**config.mk**
```make
export PLATFORM = sky130hd
export DESIGN_NAME = seg_scan_ctrl
export DESIGN_NICKNAME = d
export VERILOG_FILES = /design/src/rtl/seg_scan_ctrl.sv
export SDC_FILE = /design/constraint.sdc
export NUM_CORES = 1
export LEC_CHECK = 0
export ABC_AREA = 1
export BUFFER_PORTS_ARGS = -buffer_cell sky130_fd_sc_hd__buf_4
export CAP_MARGIN = 40
export CORE_MARGIN = 2
export CORE_UTILIZATION = 60
export CTS_CLUSTER_SIZE = 30
export DETAILED_ROUTE_END_ITERATION = 7
export HOLD_SLACK_MARGIN = 0.03
export PLACE_DENSITY = 0.84
export SYNTH_ARGS = -nofsm -noshare
export SYNTH_HDL_FRONTEND = slang
export SYNTH_SLANG_ARGS = --single-unit
export TNS_END_PERCENT = 5
```
**constraint.sdc**
```tcl
create_clock -name clk -period 2.7 [get_ports clk]
set_input_delay 0.405 -clock clk [delete_from_list [all_inputs] [get_ports clk]]
set_output_delay 0.405 -clock clk [all_outputs]
set_load 0.03 [all_outputs]
```
**src/rtl/seg_scan_ctrl.sv**
```systemverilog
`default_nettype none
// ============================================================================
//  Module   : seg_scan_ctrl
//  Purpose  : Time-multiplexed scanner for an 8-digit common-anode
//             seven-segment display. Cycles through the eight nibbles of a
//             32-bit display word, inserting an all-off BLANK gap between
//             digits. Word updates take effect only at frame boundaries.
//             Supports per-digit blanking and optional leading-zero
//             suppression.
//  Revision : 1.0  initial release
//
//  Ports
//    clk             system clock, rising edge
//    rst_n           synchronous reset, active-low
//    i_data[31:0]    display word, nibble k -> digit k (digit 0 rightmost)
//    i_load          1-cycle strobe, captures i_data into the pending word
//    i_dp_in[7:0]    decimal-point request per digit, active-high (live)
//    i_digit_en[7:0] per-digit enable, 0 blanks that digit (live)
//    i_lz_en         1 = suppress leading zeros (live)
//    o_nibble[3:0]   hex value of the selected digit, to the decoder
//    o_an[7:0]       anode enables, active-low
//    o_dp            decimal-point segment, active-low
//    o_frame_start   1-cycle pulse on the first SHOW cycle of digit 0
// ============================================================================
module seg_scan_ctrl #(
  parameter int REFRESH_DIV  = 100000,
  parameter int BLANK_CYCLES = 16
) (
  input  logic        clk,
  input  logic        rst_n,
  input  logic [31:0] i_data,
  input  logic        i_load,
  input  logic [7:0]  i_dp_in,
  input  logic [7:0]  i_digit_en,
  input  logic        i_lz_en,
  output logic [3:0]  o_nibble,
  output logic [7:0]  o_an,
  output logic        o_dp,
  output logic        o_frame_start
);

  localparam int C_CNT_MAX = (REFRESH_DIV > BLANK_CYCLES) ? REFRESH_DIV : BLANK_CYCLES;
  localparam int C_CNT_W   = (C_CNT_MAX > 2) ? $clog2(C_CNT_MAX) : 1;

  localparam logic [C_CNT_W-1:0] C_SHOW_LAST  = C_CNT_W'(REFRESH_DIV - 1);
  // With BLANK_CYCLES of 0 or 1 the BLANK state always ends after one cycle;
  // the value is then unused.
  localparam logic [C_CNT_W-1:0] C_BLANK_LAST = C_CNT_W'((BLANK_CYCLES > 1) ? BLANK_CYCLES - 1 : 0);
  localparam bit                 C_HAS_BLANK  = (BLANK_CYCLES > 0);

  typedef enum logic [0:0] {
    ST_BLANK = 1'b0,
    ST_SHOW  = 1'b1
  } state_t;

  state_t             r_state;
  state_t             w_state_nxt;
  logic [C_CNT_W-1:0] r_cnt;
  logic [C_CNT_W-1:0] w_cnt_nxt;
  logic [2:0]         r_idx;
  logic [2:0]         w_idx_nxt;
  logic               w_enter_show0;

  logic [31:0]        r_active;
  logic [31:0]        r_pending;
  logic               r_pend_vld;

  logic [31:0]        w_upper;
  logic               w_suppr;
  logic               w_lit;
  logic [3:0]         w_nibble_nxt;
  logic [7:0]         w_an_nxt;
  logic               w_dp_nxt;
  logic               w_fs_nxt;

  // --------------------------------------------------------------------------
  // State, counters, word registers and registered outputs
  // --------------------------------------------------------------------------
  always_ff @(posedge clk) begin
    if (!rst_n) begin
      r_state       <= ST_BLANK;
      r_cnt         <= '0;
      r_idx         <= 3'd0;
      r_active      <= 32'd0;
      r_pending     <= 32'd0;
      r_pend_vld    <= 1'b0;
      o_nibble      <= 4'd0;
      o_an          <= 8'hFF;
      o_dp          <= 1'b1;
      o_frame_start <= 1'b0;
    end else begin
      r_state <= w_state_nxt;
      r_cnt   <= w_cnt_nxt;
      r_idx   <= w_idx_nxt;

      // Frame-boundary transfer uses the pending value from before this edge,
      // so a coincident load stays pending for the following frame.
      if (w_enter_show0 && r_pend_vld) begin
        r_active <= r_pending;
      end
      if (i_load) begin
        r_pending  <= i_data;
        r_pend_vld <= 1'b1;
      end else if (w_enter_show0) begin
        r_pend_vld <= 1'b0;
      end

      o_nibble      <= w_nibble_nxt;
      o_an          <= w_an_nxt;
      o_dp          <= w_dp_nxt;
      o_frame_start <= w_fs_nxt;
    end
  end

  // --------------------------------------------------------------------------
  // Next-state and output decode
  // --------------------------------------------------------------------------
  always_comb begin
    w_state_nxt   = r_state;
    w_cnt_nxt     = r_cnt + C_CNT_W'(1);
    w_idx_nxt     = r_idx;
    w_enter_show0 = 1'b0;

    case (r_state)
      ST_BLANK: begin
        if (BLANK_CYCLES <= 1 || r_cnt == C_BLANK_LAST) begin
          w_state_nxt   = ST_SHOW;
          w_cnt_nxt     = '0;
          w_enter_show0 = (r_idx == 3'd0);
        end
      end
      ST_SHOW: begin
        if (r_cnt == C_SHOW_LAST) begin
          w_cnt_nxt = '0;
          w_idx_nxt = r_idx + 3'd1;
          if (C_HAS_BLANK) begin
            w_state_nxt = ST_BLANK;
          end else begin
            // Without a gap, the wrap from digit 7 is itself the frame start.
            w_state_nxt   = ST_SHOW;
            w_enter_show0 = (r_idx == 3'd7);
          end
        end
      end
      default: begin
        w_state_nxt = ST_BLANK;
        w_cnt_nxt   = '0;
      end
    endcase

    // Digit idx is a leading zero when every nibble from idx upward is zero.
    w_upper      = r_active >> {r_idx, 2'b00};
    w_suppr      = i_lz_en && (r_idx != 3'd0) && (w_upper == 32'd0);
    w_lit        = i_digit_en[r_idx] && !w_suppr;

    // The nibble follows idx in both states so the decoder settles in BLANK.
    w_nibble_nxt = w_upper[3:0];
    w_an_nxt     = 8'hFF;
    w_dp_nxt     = 1'b1;
    w_fs_nxt     = 1'b0;
    if (r_state == ST_SHOW) begin
      if (w_lit) begin
        w_an_nxt = ~(8'h01 << r_idx);
        w_dp_nxt = ~i_dp_in[r_idx];
      end
      w_fs_nxt = (r_idx == 3'd0) && (r_cnt == '0);
    end
  end

endmodule
`default_nettype wire

```
==> report_table.html, run 1 <==
<table>
<tr><th>Metric</th><th>Value</th></tr>
<tr><th colspan="2">Clock tree</th></tr>
<tr><td>Root buffer cell</td><td>clkbuf_8</td></tr>
<tr><td>Clock transition at the register clock pins on the worst setup and hold paths after CTS</td><td>110 ps</td></tr>
<tr><td>Skew-Pair Late Insertion Delay</td><td>370 ps</td></tr>
<tr><td>CTS tree</td><td>done</td></tr>
<tr><td>Clock H-tree levels</td><td>3</td></tr>
<tr><td>Number of sinks driven by the clock tree</td><td>100</td></tr>
<tr><td>Buffer levels on the longest clock path</td><td>2</td></tr>
<tr><td>Quantity of gates resized following cts</td><td>0</td></tr>
<tr><td>TritonCTS Buffers</td><td>9</td></tr>
<tr><td>Post-CTS Setup Inserts</td><td>0</td></tr>
<tr><td>Cts hold-fix bufs</td><td>0</td></tr>
<tr><th colspan="2">GRT</th></tr>
<tr><td>Maximum number of pins on one net before global-route repair</td><td>44</td></tr>
<tr><td>Layer carrying the most global-route usage</td><td>met2</td></tr>
<tr><td>First-pass GRT wire length</td><td>19300 microns</td></tr>
<tr><td>Fraction of met1 tracks used by global routing</td><td>0.322</td></tr>
<tr><td>Total overflow reported by the global router</td><td>0</td></tr>
<tr><td>GR met2 Demand/Resource</td><td>0.473</td></tr>
<tr><td>Met3 Use GR</td><td>0.0578</td></tr>
<tr><td>Gr usage total</td><td>0.267</td></tr>
<tr><td>Vias in the first global route</td><td>4510</td></tr>
<tr><td>Antenna violations before repair</td><td>0</td></tr>
<tr><th colspan="2">Power</th></tr>
<tr><td>Leakage component of the power</td><td>0.00280 uW</td></tr>
<tr><td>Peak ir drop on the vdd network</td><td>0.306 mV</td></tr>
<tr><td>Pwr Density</td><td>approximately 470 nW/um^2</td></tr>
<tr><th colspan="2">Worst setup path</th></tr>
<tr><td>Logic depth of the worst path, buffers included</td><td>7</td></tr>
<tr><td>Timing startpoint of the critical path</td><td>r_cnt[0]</td></tr>
<tr><td>Register-to-Register Setup Slack</td><td>around 600 ps</td></tr>
<tr><td>Stage delay of the slowest cell on the critical path</td><td>400 ps</td></tr>
<tr><td>Cell with the largest stage delay on the worst path</td><td>nand4_4</td></tr>
<tr><td>R2R depth</td><td>7</td></tr>
<tr><td>Critical R2R Capture</td><td>r_active[13]</td></tr>
<tr><td>Cell with the most instances on the worst path</td><td>nor2_1</td></tr>
<tr><td>Dominant delay contributor by cell family on the critical path</td><td>simple AND/OR/NAND/NOR gates</td></tr>
<tr><td>Worst-path maximum fanout</td><td>27</td></tr>
<tr><td>Worst path arrival time</td><td>about 2400 ps</td></tr>
<tr><td>Startpoint types</td><td>flop</td></tr>
<tr><td>Required @ worst endpoint</td><td>2960 ps</td></tr>
<tr><td>Worst R2R Start</td><td>r_cnt[0]</td></tr>
<tr><td>Endpoint class of the critical path</td><td>flop</td></tr>
<tr><td>Critical path buffers and inverters</td><td>1</td></tr>
<tr><td>Kind of critical path</td><td>reg -&gt; reg</td></tr>
<tr><td>Chain of cells forming the critical path</td><td>ha_1, nand3_4, nor4_4, nand4_4, buf_4, nor2_1, nor2_1</td></tr>
<tr><td>Worst setup path endpoint</td><td>r_active[13]</td></tr>
<tr><th colspan="2">Die</th></tr>
<tr><td>Die X</td><td>94.3 microns</td></tr>
<tr><td>IO Pins</td><td>66</td></tr>
<tr><td>Starting density of the core</td><td>0.627</td></tr>
<tr><td>Area of the core region</td><td>7810 sq um</td></tr>
<tr><td>Number of core rows</td><td>32</td></tr>
<tr><td>Die height</td><td>about 94 microns</td></tr>
<tr><td>Die Outline Area</td><td>8900 sq um</td></tr>
<tr><th colspan="2">Cells and area</th></tr>
<tr><td>Number of fill cells</td><td>684</td></tr>
<tr><td>Fraction of layout cells with a size suffix above 1</td><td>0.133</td></tr>
<tr><td>Area growth from synthesis to final layout</td><td>14.9%</td></tr>
<tr><td>Diode insertion count for antenna repair</td><td>0</td></tr>
<tr><td>Number of nets in the layout</td><td>between 800 and 900</td></tr>
<tr><th colspan="2">Placement</th></tr>
<tr><td>Pre-CTS worst setup slack</td><td>640 ps</td></tr>
<tr><td>Input/output buffers</td><td>65</td></tr>
<tr><td>Global placement routability congestion</td><td>0.919</td></tr>
<tr><td>Placed wire-length estimate after detailed placement</td><td>7860 microns</td></tr>
<tr><th colspan="2">Timing</th></tr>
<tr><td>Achievable clock frequency</td><td>474 MHz</td></tr>
<tr><td>Relative max-transition margin</td><td>0.678</td></tr>
<tr><td>Setup TNS</td><td>0 ps</td></tr>
<tr><td>Period minus WS final</td><td>2110 ps</td></tr>
<tr><td>Least-Margin Pin Slew</td><td>roughly 480 ps</td></tr>
<tr><td>Worst-case hold slack</td><td>248 ps</td></tr>
<tr><td>Min setup slack post-route</td><td>591 ps</td></tr>
<tr><td>Endpoints failing setup</td><td>0</td></tr>
<tr><td>Max-slew violation count</td><td>0</td></tr>
<tr><td>Number of endpoints with negative hold slack in the final report</td><td>0</td></tr>
<tr><td>RSZ-0062 raised after global routing</td><td>false</td></tr>
<tr><td>Setup skew after layout</td><td>roughly 20 ps</td></tr>
<tr><td>Share of the clock period used by the worst path after layout</td><td>0.781</td></tr>
<tr><th colspan="2">Synth</th></tr>
<tr><td>Post-synthesis sequential area ratio</td><td>0.409</td></tr>
<tr><td>Library cells used by synthesis</td><td>37</td></tr>
<tr><td>Number of synthesized register bits</td><td>100</td></tr>
<tr><td>Cell area after synthesis</td><td>4890 sq um</td></tr>
<tr><td>Syn Nets</td><td>802</td></tr>
<tr><td>Total number of yosys warnings</td><td>0</td></tr>
<tr><td>Main area contributors after synthesis</td><td>dfxtp_1, nand2_1, nor2_1</td></tr>
<tr><td>Count of mapped cells out of synthesis</td><td>742</td></tr>
<tr><td>Avg Synthesized Cell Area</td><td>approximately 6.6 sq um</td></tr>
<tr><td>Synth area leader</td><td>dfxtp_1</td></tr>
<tr><td>Synth top area share</td><td>0.409</td></tr>
<tr><th colspan="2">Detailed routing</th></tr>
<tr><td>DR vias</td><td>4668</td></tr>
<tr><td>Ratio of routed vias to standard cells</td><td>about 5.2</td></tr>
<tr><td>Detail-routed net length per standard cell</td><td>12.2 microns</td></tr>
<tr><td>Wirelength, routed</td><td>11000 microns</td></tr>
<tr><td>DR iter-0 viols</td><td>192</td></tr>
<tr><td>Number of remaining DRC errors</td><td>0</td></tr>
<tr><td>Number of detailed-route iterations in the first pass</td><td>4</td></tr>
<tr><td>Residual antenna-violating net count after detailed routing</td><td>0</td></tr>
<tr><th colspan="2">Outcome</th></tr>
<tr><td>Run status</td><td>finished, final reports clean</td></tr>
<tr><th colspan="2">Min path</th></tr>
<tr><td>Classification of the worst-slack hold path</td><td>in -&gt; reg</td></tr>
<tr><th colspan="2">Run</th></tr>
<tr><td>Max-cap violations</td><td>0</td></tr>
</table>
## metal layers
layer / routed length (microns) / vias up
met2: 5310 / 154
met1: 4910 / 2070
met5: 0 / -
met4: 176 / 0
li1: - / 2423
met3: 598 / 21
## power breakdown
| part | internal [uW] | total (uW) | switching, uW |
|---|---|---|---|
| registers | 1510 | 1530 | 22.3 |
| logic | 75.3 | 151 | 76.0 |
| clock network | 445 | 981 | 536 |
## logic make-up (layout without fill, tap and decap cells)
family	count (synthesis)	in the layout	synth area share
adders and majority gates	8	8	0.0205
AOI/OAI and AO/OA	68	68	0.0739
and+or+nand+nor	457	457	0.396
DFF	100	100	0.409
xor gates and xnor gates	7	7	0.0125
buffers and inverters	102	158	0.0882
## layout make-up
| class | count | area, sq um | share of cell area |
|---|---|---|---|
| multi-input cells | 540 | 2460 | 0.438 |
| inverters | 68 | 258 | 0.0458 |
| clock buffers | 9 | 124 | 0.0220 |
| well taps | 102 | 128 | 0.0227 |
| flip-flops and latches | 100 | 2000 | 0.356 |
| repair buffers | 74 | 568 | 0.101 |
| clock inverters | 7 | 81.3 | 0.0145 |
## state kept, by name, summed over array words and instances (netlist names)
name	cells
o_frame_start	1
r_idx	3
r_pend_vld	1
r_cnt	17
r_active	32
o_dp	1
r_pending	32
o_nibble	4
o_an	8
r_state	1
## cell usage after synthesis
cell type  count
xor2_1         6
o221a_2        1
o22ai_1        1
clkbuf_1      13
or2_1          1
xnor2_1        1
dfxtp_1      100
nand4_1       10
nor4_1         4
inv_1         64
nand4_2        1
a32o_1         1
nand2_1      199
nor2_4         2
ha_1           8
o21bai_1       1
buf_6          3
buf_2         13
o221ai_1       1
nand3_2        1
o21ai_0       49
buf_1          3
nor2_1       173
nand4_4        1
a211oi_1       1
buf_4          2
nand3_4        1
nand3_1       52
a21oi_1       10
nor3_1         4
nor4_4         2
nor2_2         3
o21ai_1        3
inv_2          3
nor3b_1        2
inv_4          1
nand3b_1       1
## how the worst min path moves through the flow
| stage | from | to | slack (ps) | cells past startpoint |
|---|---|---|---|---|
| after floorplan | r_cnt[0] | r_cnt[0] | 420 | 1 |
| after global placement | r_cnt[0] | r_cnt[0] | 430 | 1 |
| after detailed placement | r_cnt[0] | r_cnt[0] | 450 | 1 |
| after CTS | i_data[7] | r_pending[7] | 240 | 3 |
| after global routing | i_data[8] | r_pending[8] | 240 | 3 |
| final | i_data[11] | r_pending[11] | 250 | 3 |
## metrics by stage
step                power (uW)  area [sq um]  instances  utilization
global placement          1710          5420        884        0.694
global route              2780          5620        900        0.720
floorplan                 1640          4890        742            -
detailed placement        1720          5420        884        0.694
CTS                       2690          5620        900        0.720
finish                    2670          5620        900        0.720
## worst register-to-register path, delay by kind of cell, from the launching register on
| kind | cells | cell delay, ps |
|---|---|---|
| flip-flops | 1 | 370 |
| buffers and inverters | 1 | 360 |
| AND/OR/NAND/NOR | 5 | 1030 |
| adder cells (fa/ha/maj) | 1 | 240 |
## cells in the final DEF (no fill, tap or decap), drive strengths merged, types with 2 or more instances in the layout
master / n
nor3b: 2
dfxtp: 100
buf: 74
ha: 8
nor2: 178
nand4: 12
nand3: 54
clkinv: 2
xor2: 6
a21oi: 10
nand2: 199
nor3: 4
inv: 72
o21ai: 52
nor4: 6
clkbuf: 9
Note: power is estimated with default switching activity, not from simulation.
==> run 2, diff against run 1 <==
--- a/config.mk
+++ b/config.mk
@@ -9,11 +9,11 @@
 export BUFFER_PORTS_ARGS = -buffer_cell sky130_fd_sc_hd__buf_4
 export CAP_MARGIN = 40
 export CORE_MARGIN = 2
-export CORE_UTILIZATION = 60
+export CORE_UTILIZATION = 58
 export CTS_CLUSTER_SIZE = 30
 export DETAILED_ROUTE_END_ITERATION = 7
 export HOLD_SLACK_MARGIN = 0.03
-export PLACE_DENSITY = 0.84
+export PLACE_DENSITY = 0.81
 export SYNTH_ARGS = -nofsm -noshare
 export SYNTH_HDL_FRONTEND = slang
 export SYNTH_SLANG_ARGS = --single-unit
==> constraint.sdc (replaced) <==
create_clock -name clk -period 2.1 [get_ports clk]
set_input_delay 0.315 -clock clk [delete_from_list [all_inputs] [get_ports clk]]
set_output_delay 0.315 -clock clk [all_outputs]
set_load 0.03 [all_outputs]
==> report_table.html, run 2 (synthesis gave the netlist of run 1 again) <==
<table>
<tr><th>Metric</th><th>Value</th></tr>
<tr><th colspan="2">Outcome</th></tr>
<tr><td>Run status</td><td>finished, final reports clean</td></tr>
<tr><th colspan="2">Detailed routing</th></tr>
<tr><td>DR iter-0 viols</td><td>173 (-9.9%)</td></tr>
<tr><td>Number of detailed-route iterations in the first pass</td><td>4 (unchanged)</td></tr>
<tr><td>Residual antenna-violating net count after detailed routing</td><td>0 (unchanged)</td></tr>
<tr><td>Ratio of routed vias to standard cells</td><td>5.10 (-1.7%)</td></tr>
<tr><td>Number of remaining DRC errors</td><td>0 (unchanged)</td></tr>
<tr><td>Wirelength, routed</td><td>10800 microns (-1.8%)</td></tr>
<tr><td>Detail-routed net length per standard cell</td><td>12.0 microns (-2.1%)</td></tr>
<tr><td>DR vias</td><td>4605 (-1.3%)</td></tr>
<tr><th colspan="2">Cells and area</th></tr>
<tr><td>Diode insertion count for antenna repair</td><td>0 (unchanged)</td></tr>
<tr><td>Fraction of layout cells with a size suffix above 1</td><td>0.133 (unchanged)</td></tr>
<tr><td>Area growth from synthesis to final layout</td><td>14.5%</td></tr>
<tr><td>Commonest non-fill, non-tap cell in the layout</td><td>nand2_1</td></tr>
<tr><td>Most frequent cells in the layout</td><td>nand2_1, nor2_1, dfxtp_1</td></tr>
<tr><td>Number of nets in the layout</td><td>854 (+0.12%)</td></tr>
<tr><td>Registers with the most flip-flops</td><td>r_active (32), r_pending (32), r_cnt (17)</td></tr>
<tr><th colspan="2">Clock tree</th></tr>
<tr><td>CTS tree</td><td>done</td></tr>
<tr><td>Post-CTS Setup Inserts</td><td>0 (unchanged)</td></tr>
<tr><td>Clock H-tree levels</td><td>3 (unchanged)</td></tr>
<tr><td>Cts hold-fix bufs</td><td>0 (unchanged)</td></tr>
<tr><td>Skew-Pair Late Insertion Delay</td><td>380 ps (about the same)</td></tr>
<tr><td>Quantity of gates resized following cts</td><td>0 (unchanged)</td></tr>
<tr><td>Number of sinks driven by the clock tree</td><td>100 (unchanged)</td></tr>
<tr><td>Clock transition at the register clock pins on the worst setup and hold paths after CTS</td><td>110 ps (about the same)</td></tr>
<tr><td>Buffer levels on the longest clock path</td><td>2 (unchanged)</td></tr>
<tr><td>TritonCTS Buffers</td><td>9 (unchanged)</td></tr>
<tr><td>Root buffer cell</td><td>clkbuf_8</td></tr>
<tr><th colspan="2">Timing</th></tr>
<tr><td>Achievable clock frequency</td><td>564 MHz (+19%)</td></tr>
<tr><td>RSZ-0062 raised after global routing</td><td>false</td></tr>
<tr><td>Endpoints failing setup</td><td>0 (unchanged)</td></tr>
<tr><td>Setup skew after layout</td><td>12.4 ps (-7.18 ps)</td></tr>
<tr><td>Max-slew violation count</td><td>0 (unchanged)</td></tr>
<tr><td>Number of endpoints with negative hold slack in the final report</td><td>0 (unchanged)</td></tr>
<tr><td>Share of the clock period used by the worst path after layout</td><td>0.844 (+0.0632)</td></tr>
<tr><td>Least-Margin Pin Slew</td><td>538 ps (+55.1 ps)</td></tr>
<tr><td>Relative max-transition margin</td><td>0.641 (-0.0363)</td></tr>
<tr><td>Min setup slack post-route</td><td>327 ps (-264 ps)</td></tr>
<tr><td>Period minus WS final</td><td>1770 ps (-336 ps)</td></tr>
<tr><td>Setup TNS</td><td>0 ps (unchanged)</td></tr>
<tr><th colspan="2">Power</th></tr>
<tr><td>Peak ir drop on the vdd network</td><td>0.450 mV (+47%)</td></tr>
<tr><td>Leakage component of the power</td><td>0.00279 uW (-0.38%)</td></tr>
<tr><td>Pwr Density</td><td>593 nW/um^2 (+25%)</td></tr>
<tr><th colspan="2">GRT</th></tr>
<tr><td>Gr usage total</td><td>0.251 (-0.0153)</td></tr>
<tr><td>Antenna violations before repair</td><td>0 (unchanged)</td></tr>
<tr><td>Maximum number of pins on one net before global-route repair</td><td>65 (+48%)</td></tr>
<tr><td>Total overflow reported by the global router</td><td>0 (unchanged)</td></tr>
<tr><td>First-pass GRT wire length</td><td>18400 microns (-4.6%)</td></tr>
<tr><td>Vias in the first global route</td><td>4272 (-5.3%)</td></tr>
<tr><th colspan="2">Min path</th></tr>
<tr><td>Classification of the worst-slack hold path</td><td>in -&gt; reg</td></tr>
<tr><th colspan="2">Placement</th></tr>
<tr><td>Global placement routability congestion</td><td>0.867 (-5.7%)</td></tr>
<tr><td>Input/output buffers</td><td>65 (unchanged)</td></tr>
<tr><td>Placed wire-length estimate after detailed placement</td><td>7760 microns (-1.4%)</td></tr>
<tr><td>Pre-CTS worst setup slack</td><td>369 ps (-271 ps)</td></tr>
<tr><th colspan="2">Worst setup path</th></tr>
<tr><td>Required @ worst endpoint</td><td>2420 ps (-540 ps)</td></tr>
<tr><td>Endpoint class of the critical path</td><td>flop</td></tr>
<tr><td>Startpoint types</td><td>flop</td></tr>
<tr><td>Worst path arrival time</td><td>2090 ps (-280 ps)</td></tr>
<tr><td>Kind of critical path</td><td>reg -&gt; reg</td></tr>
<tr><td>Worst-path maximum fanout</td><td>16 (-41%)</td></tr>
<tr><th colspan="2">Die</th></tr>
<tr><td>Starting density of the core</td><td>0.596 (-0.0312)</td></tr>
<tr><td>IO Pins</td><td>66 (unchanged)</td></tr>
<tr><td>Number of core rows</td><td>33 (+3.1%)</td></tr>
<tr><td>Die Outline Area</td><td>9190 sq um (+3.3%)</td></tr>
<tr><td>Die height</td><td>95.9 microns (+1.6%)</td></tr>
<tr><td>Die X</td><td>95.9 microns (+1.6%)</td></tr>
<tr><td>Area of the core region</td><td>8220 sq um (+5.2%)</td></tr>
<tr><th colspan="2">Run</th></tr>
<tr><td>Max-cap violations</td><td>0 (unchanged)</td></tr>
</table>
run 2: report_power, final:
group          internal [uW]  leakage (uW)  switching, uW  total [uW]
sequential              1940      0.000815           25.9        1970
combinational           96.9       0.00189           96.6         194
clock                    450     0.0000890            709        1160
total                   2490       0.00279            832        3320
run 2: area by class of cell:
cell class / instances / area [sq um]
Clock buffer: 9 / 124
Clock inverter: 6 / 53.8
Fill cell: 771 / 2610
Inverter: 68 / 258
Multi-Input combinational cell: 540 / 2460
Sequential cell: 100 / 2000
Tap cell: 105 / 131
Timing Repair Buffer: 75 / 576
run 2: metal layers:
metal	up-vias	part of all wire	global-route usage
met1	2089	0.46	0.308
met2	80	0.49	0.439
met3	16	0.035	0.0587
li1	2420	-	-
met4	0	0.016	0.0738
met5	-	0	0
run 2: final timing paths:
check	startpoint	end	slack, ps	depth (start not counted)
hold reg to reg	r_cnt[0]	r_cnt[0]	450	1
setup reg to reg	r_idx[1]	o_an[2]	330	10
setup / recovery	r_idx[1]	o_an[2]	330	10
hold / removal	i_data[19]	r_pending[19]	140	3
run 2: through the flow:
stage | power, uW | utilization | std cells | cell area, sq um | hold WS, ps
floorplan | 2100 | - | 742 | 4890 | 417
global placement | 2200 | 0.661 | 888 | 5430 | 429
detailed placement | 2210 | 0.661 | 888 | 5430 | 446
CTS | 3350 | 0.682 | 903 | 5610 | 139
global route | 3440 | 0.682 | 903 | 5610 | 140
finish | 3320 | 0.682 | 903 | 5610 | 145
run 2: critical path, cell delays in order (launching register included):
cell and delay, ps:
dfxtp_1 330, inv_1 210, buf_4 270, nand3_1 150, nand3_1 120, nand2_1 60
nor2_1 100, nand2_1 60, nor2_1 110, nand3_2 180, nand3_1 120
==> run 3, diff against run 2 <==
--- a/config.mk
+++ b/config.mk
@@ -5,11 +5,11 @@
 export SDC_FILE = /design/constraint.sdc
 export NUM_CORES = 1
 export LEC_CHECK = 0
-export ABC_AREA = 1
+export ABC_AREA = 0
 export BUFFER_PORTS_ARGS = -buffer_cell sky130_fd_sc_hd__buf_4
 export CAP_MARGIN = 40
 export CORE_MARGIN = 2
-export CORE_UTILIZATION = 58
+export CORE_UTILIZATION = 57
 export CTS_CLUSTER_SIZE = 30
 export DETAILED_ROUTE_END_ITERATION = 7
 export HOLD_SLACK_MARGIN = 0.03
==> constraint.sdc (replaced) <==
create_clock -name clk -period 1.65 [get_ports clk]
set_input_delay 0.2475 -clock clk [delete_from_list [all_inputs] [get_ports clk]]
set_output_delay 0.2475 -clock clk [all_outputs]
set_load 0.03 [all_outputs]
==> report_table.html, run 3 <==
<table>
<tr><th>Metric</th><th>Value</th></tr>
<tr><th colspan="2">Cells and area</th></tr>
<tr><td>Area growth from synthesis to final layout</td><td>32.5%</td></tr>
<tr><td>Area occupied by registers</td><td>2010 sq um (+0.38%)</td></tr>
<tr><td>Final instance count without filler cells</td><td>719 (-20%)</td></tr>
<tr><td>Footprint of the multi-input gates</td><td>2530 sq um (+2.6%)</td></tr>
<tr><td>Number of fill cells</td><td>530 (-31%)</td></tr>
<tr><td>Commonest non-fill, non-tap cell in the layout</td><td>buf_4</td></tr>
<tr><td>Registers with the most flip-flops</td><td>r_active (32), r_pending (32), r_cnt (17)</td></tr>
<tr><td>Number of nets in the layout</td><td>673 (-21%)</td></tr>
<tr><td>Most frequent cells in the layout</td><td>buf_4, dfxtp_1, nand2_1</td></tr>
<tr><td>Diode insertion count for antenna repair</td><td>0 (unchanged)</td></tr>
<tr><td>Fraction of layout cells with a size suffix above 1</td><td>0.334 (+0.201)</td></tr>
<tr><td>Layout Utilization</td><td>0.782 (+0.100)</td></tr>
<tr><th colspan="2">Detailed routing</th></tr>
<tr><td>Number of remaining DRC errors</td><td>0 (unchanged)</td></tr>
<tr><td>Residual antenna-violating net count after detailed routing</td><td>0 (unchanged)</td></tr>
<tr><td>Number of detailed-route iterations in the first pass</td><td>4 (unchanged)</td></tr>
<tr><td>Detail-routed net length per standard cell</td><td>15.3 microns (+28%)</td></tr>
<tr><td>Wirelength, routed</td><td>11000 microns (+2.2%)</td></tr>
<tr><td>Ratio of routed vias to standard cells</td><td>5.47 (+7.2%)</td></tr>
<tr><td>DR vias</td><td>3930 (-15%)</td></tr>
<tr><td>DR iter-0 viols</td><td>300 (+73%)</td></tr>
<tr><th colspan="2">Synth</th></tr>
<tr><td>Syn Nets</td><td>545 (-32%)</td></tr>
<tr><td>Synth Flop Type</td><td>dfxtp_1</td></tr>
<tr><td>Cell area after synthesis</td><td>4560 sq um (-6.8%)</td></tr>
<tr><td>Synth area leader</td><td>dfxtp_1</td></tr>
<tr><td>Synth top area share</td><td>0.439 (+0.0297)</td></tr>
<tr><td>Post-synthesis sequential area ratio</td><td>0.439 (+0.0297)</td></tr>
<tr><td>Commonest cells in the synthesized netlist</td><td>dfxtp_1, nand2_1, nor2_1</td></tr>
<tr><td>Number of synthesized register bits</td><td>100 (unchanged)</td></tr>
<tr><td>Avg Synthesized Cell Area</td><td>9.41 sq um (+43%)</td></tr>
<tr><td>Post-synth ARST share</td><td>0 (unchanged)</td></tr>
<tr><td>Most repeated cell in the gate-level netlist after synthesis</td><td>dfxtp_1</td></tr>
<tr><td>Main area contributors after synthesis</td><td>dfxtp_1, mux2i_1, nand2_1</td></tr>
<tr><td>Count of mapped cells out of synthesis</td><td>485 (-35%)</td></tr>
<tr><td>Number of synthesized flops with an enable pin</td><td>0 (unchanged)</td></tr>
<tr><td>Total number of yosys warnings</td><td>0 (unchanged)</td></tr>
<tr><td>Library cells used by synthesis</td><td>53 (+43%)</td></tr>
<tr><th colspan="2">Placement</th></tr>
<tr><td>Global placement routability congestion</td><td>0.917 (+5.8%)</td></tr>
<tr><td>Input/output buffers</td><td>65 (unchanged)</td></tr>
<tr><td>Placed wire-length estimate after detailed placement</td><td>7890 microns (+1.7%)</td></tr>
<tr><td>Placed Instances</td><td>702 (-21%)</td></tr>
<tr><th colspan="2">Timing</th></tr>
<tr><td>Endpoints failing setup</td><td>59 (+59)</td></tr>
<tr><td>Setup skew after layout</td><td>13.7 ps (+1.31 ps)</td></tr>
<tr><td>Share of the clock period used by the worst path after layout</td><td>1.24 (+0.398)</td></tr>
<tr><td>Worst-case hold slack</td><td>132 ps (-13.1 ps)</td></tr>
<tr><td>Max-slew violation count</td><td>0 (unchanged)</td></tr>
<tr><td>Least-Margin Pin Slew</td><td>579 ps (+40.6 ps)</td></tr>
<tr><td>Period minus WS final</td><td>2050 ps (+277 ps)</td></tr>
<tr><td>Achievable clock frequency</td><td>488 MHz (-14%)</td></tr>
<tr><td>Relative max-transition margin</td><td>0.614 (-0.0271)</td></tr>
<tr><td>Min setup slack post-route</td><td>-400 ps (-727 ps)</td></tr>
<tr><td>RSZ-0062 raised after global routing</td><td>true</td></tr>
<tr><td>Number of endpoints with negative hold slack in the final report</td><td>0 (unchanged)</td></tr>
<tr><th colspan="2">Worst setup path</th></tr>
<tr><td>Kind of critical path</td><td>reg -&gt; reg</td></tr>
<tr><td>Chain of cells forming the critical path</td><td>mux4_2, mux2_4, a311oi_4, and3_4, and3_4, a2bb2oi_2</td></tr>
<tr><td>Worst-path maximum fanout</td><td>8 (-8)</td></tr>
<tr><td>Cell with the largest stage delay on the worst path</td><td>mux4_2</td></tr>
<tr><td>Cell with the most instances on the worst path</td><td>and3_4</td></tr>
<tr><td>Stage delay of the slowest cell on the critical path</td><td>500 ps (+170 ps)</td></tr>
<tr><td>Required @ worst endpoint</td><td>1950 ps (-470 ps)</td></tr>
<tr><td>Critical path buffers and inverters</td><td>0 (-2)</td></tr>
<tr><td>Worst path arrival time</td><td>2350 ps (+260 ps)</td></tr>
<tr><td>Dominant delay contributor by cell family on the critical path</td><td>multiplexers</td></tr>
<tr><td>Startpoint types</td><td>flop</td></tr>
<tr><td>Endpoint class of the critical path</td><td>flop</td></tr>
<tr><th colspan="2">GRT</th></tr>
<tr><td>Gr usage total</td><td>0.259 (+0.00779)</td></tr>
<tr><td>Antenna violations before repair</td><td>0 (unchanged)</td></tr>
<tr><td>Total overflow reported by the global router</td><td>0 (unchanged)</td></tr>
<tr><td>Vias in the first global route</td><td>3902 (-8.7%)</td></tr>
<tr><td>Maximum number of pins on one net before global-route repair</td><td>74 (+14%)</td></tr>
<tr><td>First-pass GRT wire length</td><td>17900 microns (-2.7%)</td></tr>
<tr><th colspan="2">Clock tree</th></tr>
<tr><td>Root buffer cell</td><td>clkbuf_8</td></tr>
<tr><td>Buffer levels on the longest clock path</td><td>2 (unchanged)</td></tr>
<tr><td>Number of sinks driven by the clock tree</td><td>100 (unchanged)</td></tr>
<tr><td>Clock transition at the register clock pins on the worst setup and hold paths after CTS</td><td>100 ps (about the same)</td></tr>
<tr><td>TritonCTS Buffers</td><td>9 (unchanged)</td></tr>
<tr><td>Skew-Pair Late Insertion Delay</td><td>370 ps (about the same)</td></tr>
<tr><td>CTS tree</td><td>done</td></tr>
<tr><td>Cts hold-fix bufs</td><td>0 (unchanged)</td></tr>
<tr><td>Clock H-tree levels</td><td>3 (unchanged)</td></tr>
<tr><th colspan="2">Die</th></tr>
<tr><td>Number of core rows</td><td>32 (-3.0%)</td></tr>
<tr><td>Die X</td><td>93.5 microns (-2.5%)</td></tr>
<tr><td>Die height</td><td>93.5 microns (-2.5%)</td></tr>
<tr><td>IO Pins</td><td>66 (unchanged)</td></tr>
<tr><td>Starting density of the core</td><td>0.591 (-0.00519)</td></tr>
<tr><td>Die Outline Area</td><td>8740 sq um (-4.9%)</td></tr>
<tr><td>Area of the core region</td><td>7730 sq um (-6.0%)</td></tr>
<tr><th colspan="2">Run</th></tr>
<tr><td>Max-cap violations</td><td>0 (unchanged)</td></tr>
<tr><th colspan="2">Outcome</th></tr>
<tr><td>Violated checks</td><td>negative setup slack</td></tr>
<tr><td>Run status</td><td>finished with violations</td></tr>
<tr><th colspan="2">Power</th></tr>
<tr><td>Pwr Density</td><td>724 nW/um^2 (+22%)</td></tr>
<tr><td>Peak ir drop on the vdd network</td><td>0.678 mV (+51%)</td></tr>
<tr><td>Leakage component of the power</td><td>0.00252 uW (-9.6%)</td></tr>
<tr><th colspan="2">Min path</th></tr>
<tr><td>Classification of the worst-slack hold path</td><td>in -&gt; reg</td></tr>
</table>
-- run 3: power breakdown --
group	internal (uW)	leakage (uW)	switching (uW)
clock network	740	0.0000987	842
registers	2470	0.000815	31.7
logic	184	0.00161	115
total	3390	0.00252	989
-- run 3: worst paths after layout --
check	depth (start not counted)	end	startpoint	slack [ps]
hold / removal	3	r_pending[0]	i_data[0]	130
setup / recovery	6	o_dp	r_idx[0]	-400
setup reg to reg	6	o_dp	r_idx[0]	-400
hold reg to reg	2	r_active[1]	r_pending[1]	460
-- run 3: logic make-up (layout without fill, tap and decap cells) --
logic type / count (synthesis) / count (layout) / synth area share
flip-flops: 100 / 100 / 0.439
XOR/XNOR: 16 / 16 / 0.0307
multiplexers: 49 / 49 / 0.146
AND/OR/NAND/NOR: 218 / 218 / 0.229
AO/OA/AOI/OAI: 57 / 57 / 0.0954
adder cells (fa/ha/maj): 8 / 8 / 0.0219
buffers and inverters: 37 / 169 / 0.0389
-- run 3: final cells by class --
cell class                      instances  share of cell area
Clock buffer                           10              0.0228
Clock inverter                          5             0.00994
Inverter                                7             0.00517
Multi-Input combinational cell        348               0.418
Sequential cell                       100               0.332
Tap cell                              102              0.0211
Timing Repair Buffer                  147               0.191
-- run 3: tightest hold or removal path, delay by kind of cell --
family                 cells  cell delay [ps]
and+or+nand+nor            1               90
buffers and inverters      1               70
muxes                      1               50
-- run 3: layer usage --
layer | global-route usage | wire, microns | vias to the layer above | share of wire
li1 | - | - | 1915 | -
met4 | 0.119 | 326 | 0 | 0.030
met3 | 0.0467 | 525 | 30 | 0.048
met1 | 0.319 | 4840 | 1858 | 0.44
met2 | 0.441 | 5340 | 127 | 0.48
met5 | 0 | 0 | - | 0
-- run 3: metrics by stage --
stage | area, sq um | total power (uW) | TNS [ps] | setup WS (ps)
final | 6040 | 4380 | -9990 | -400
after global routing | 6040 | 4540 | -15980 | -511
after CTS | 5920 | 4380 | -13500 | -429
after detailed placement | 5680 | 2840 | -16450 | -436
after global placement | 5680 | 2830 | -15350 | -415
after floorplan | 4610 | 2700 | -15360 | -312
-- run 3: timing repair --
| item | in CTS | in global routing |
|---|---|---|
| setup endpoints to repair | 63 | 64 |
| resized for setup | 18 | 35 |
| setup buffers | 1 | 1 |
| hold endpoints to repair | 0 | 0 |
| pin swaps | 12 | 10 |
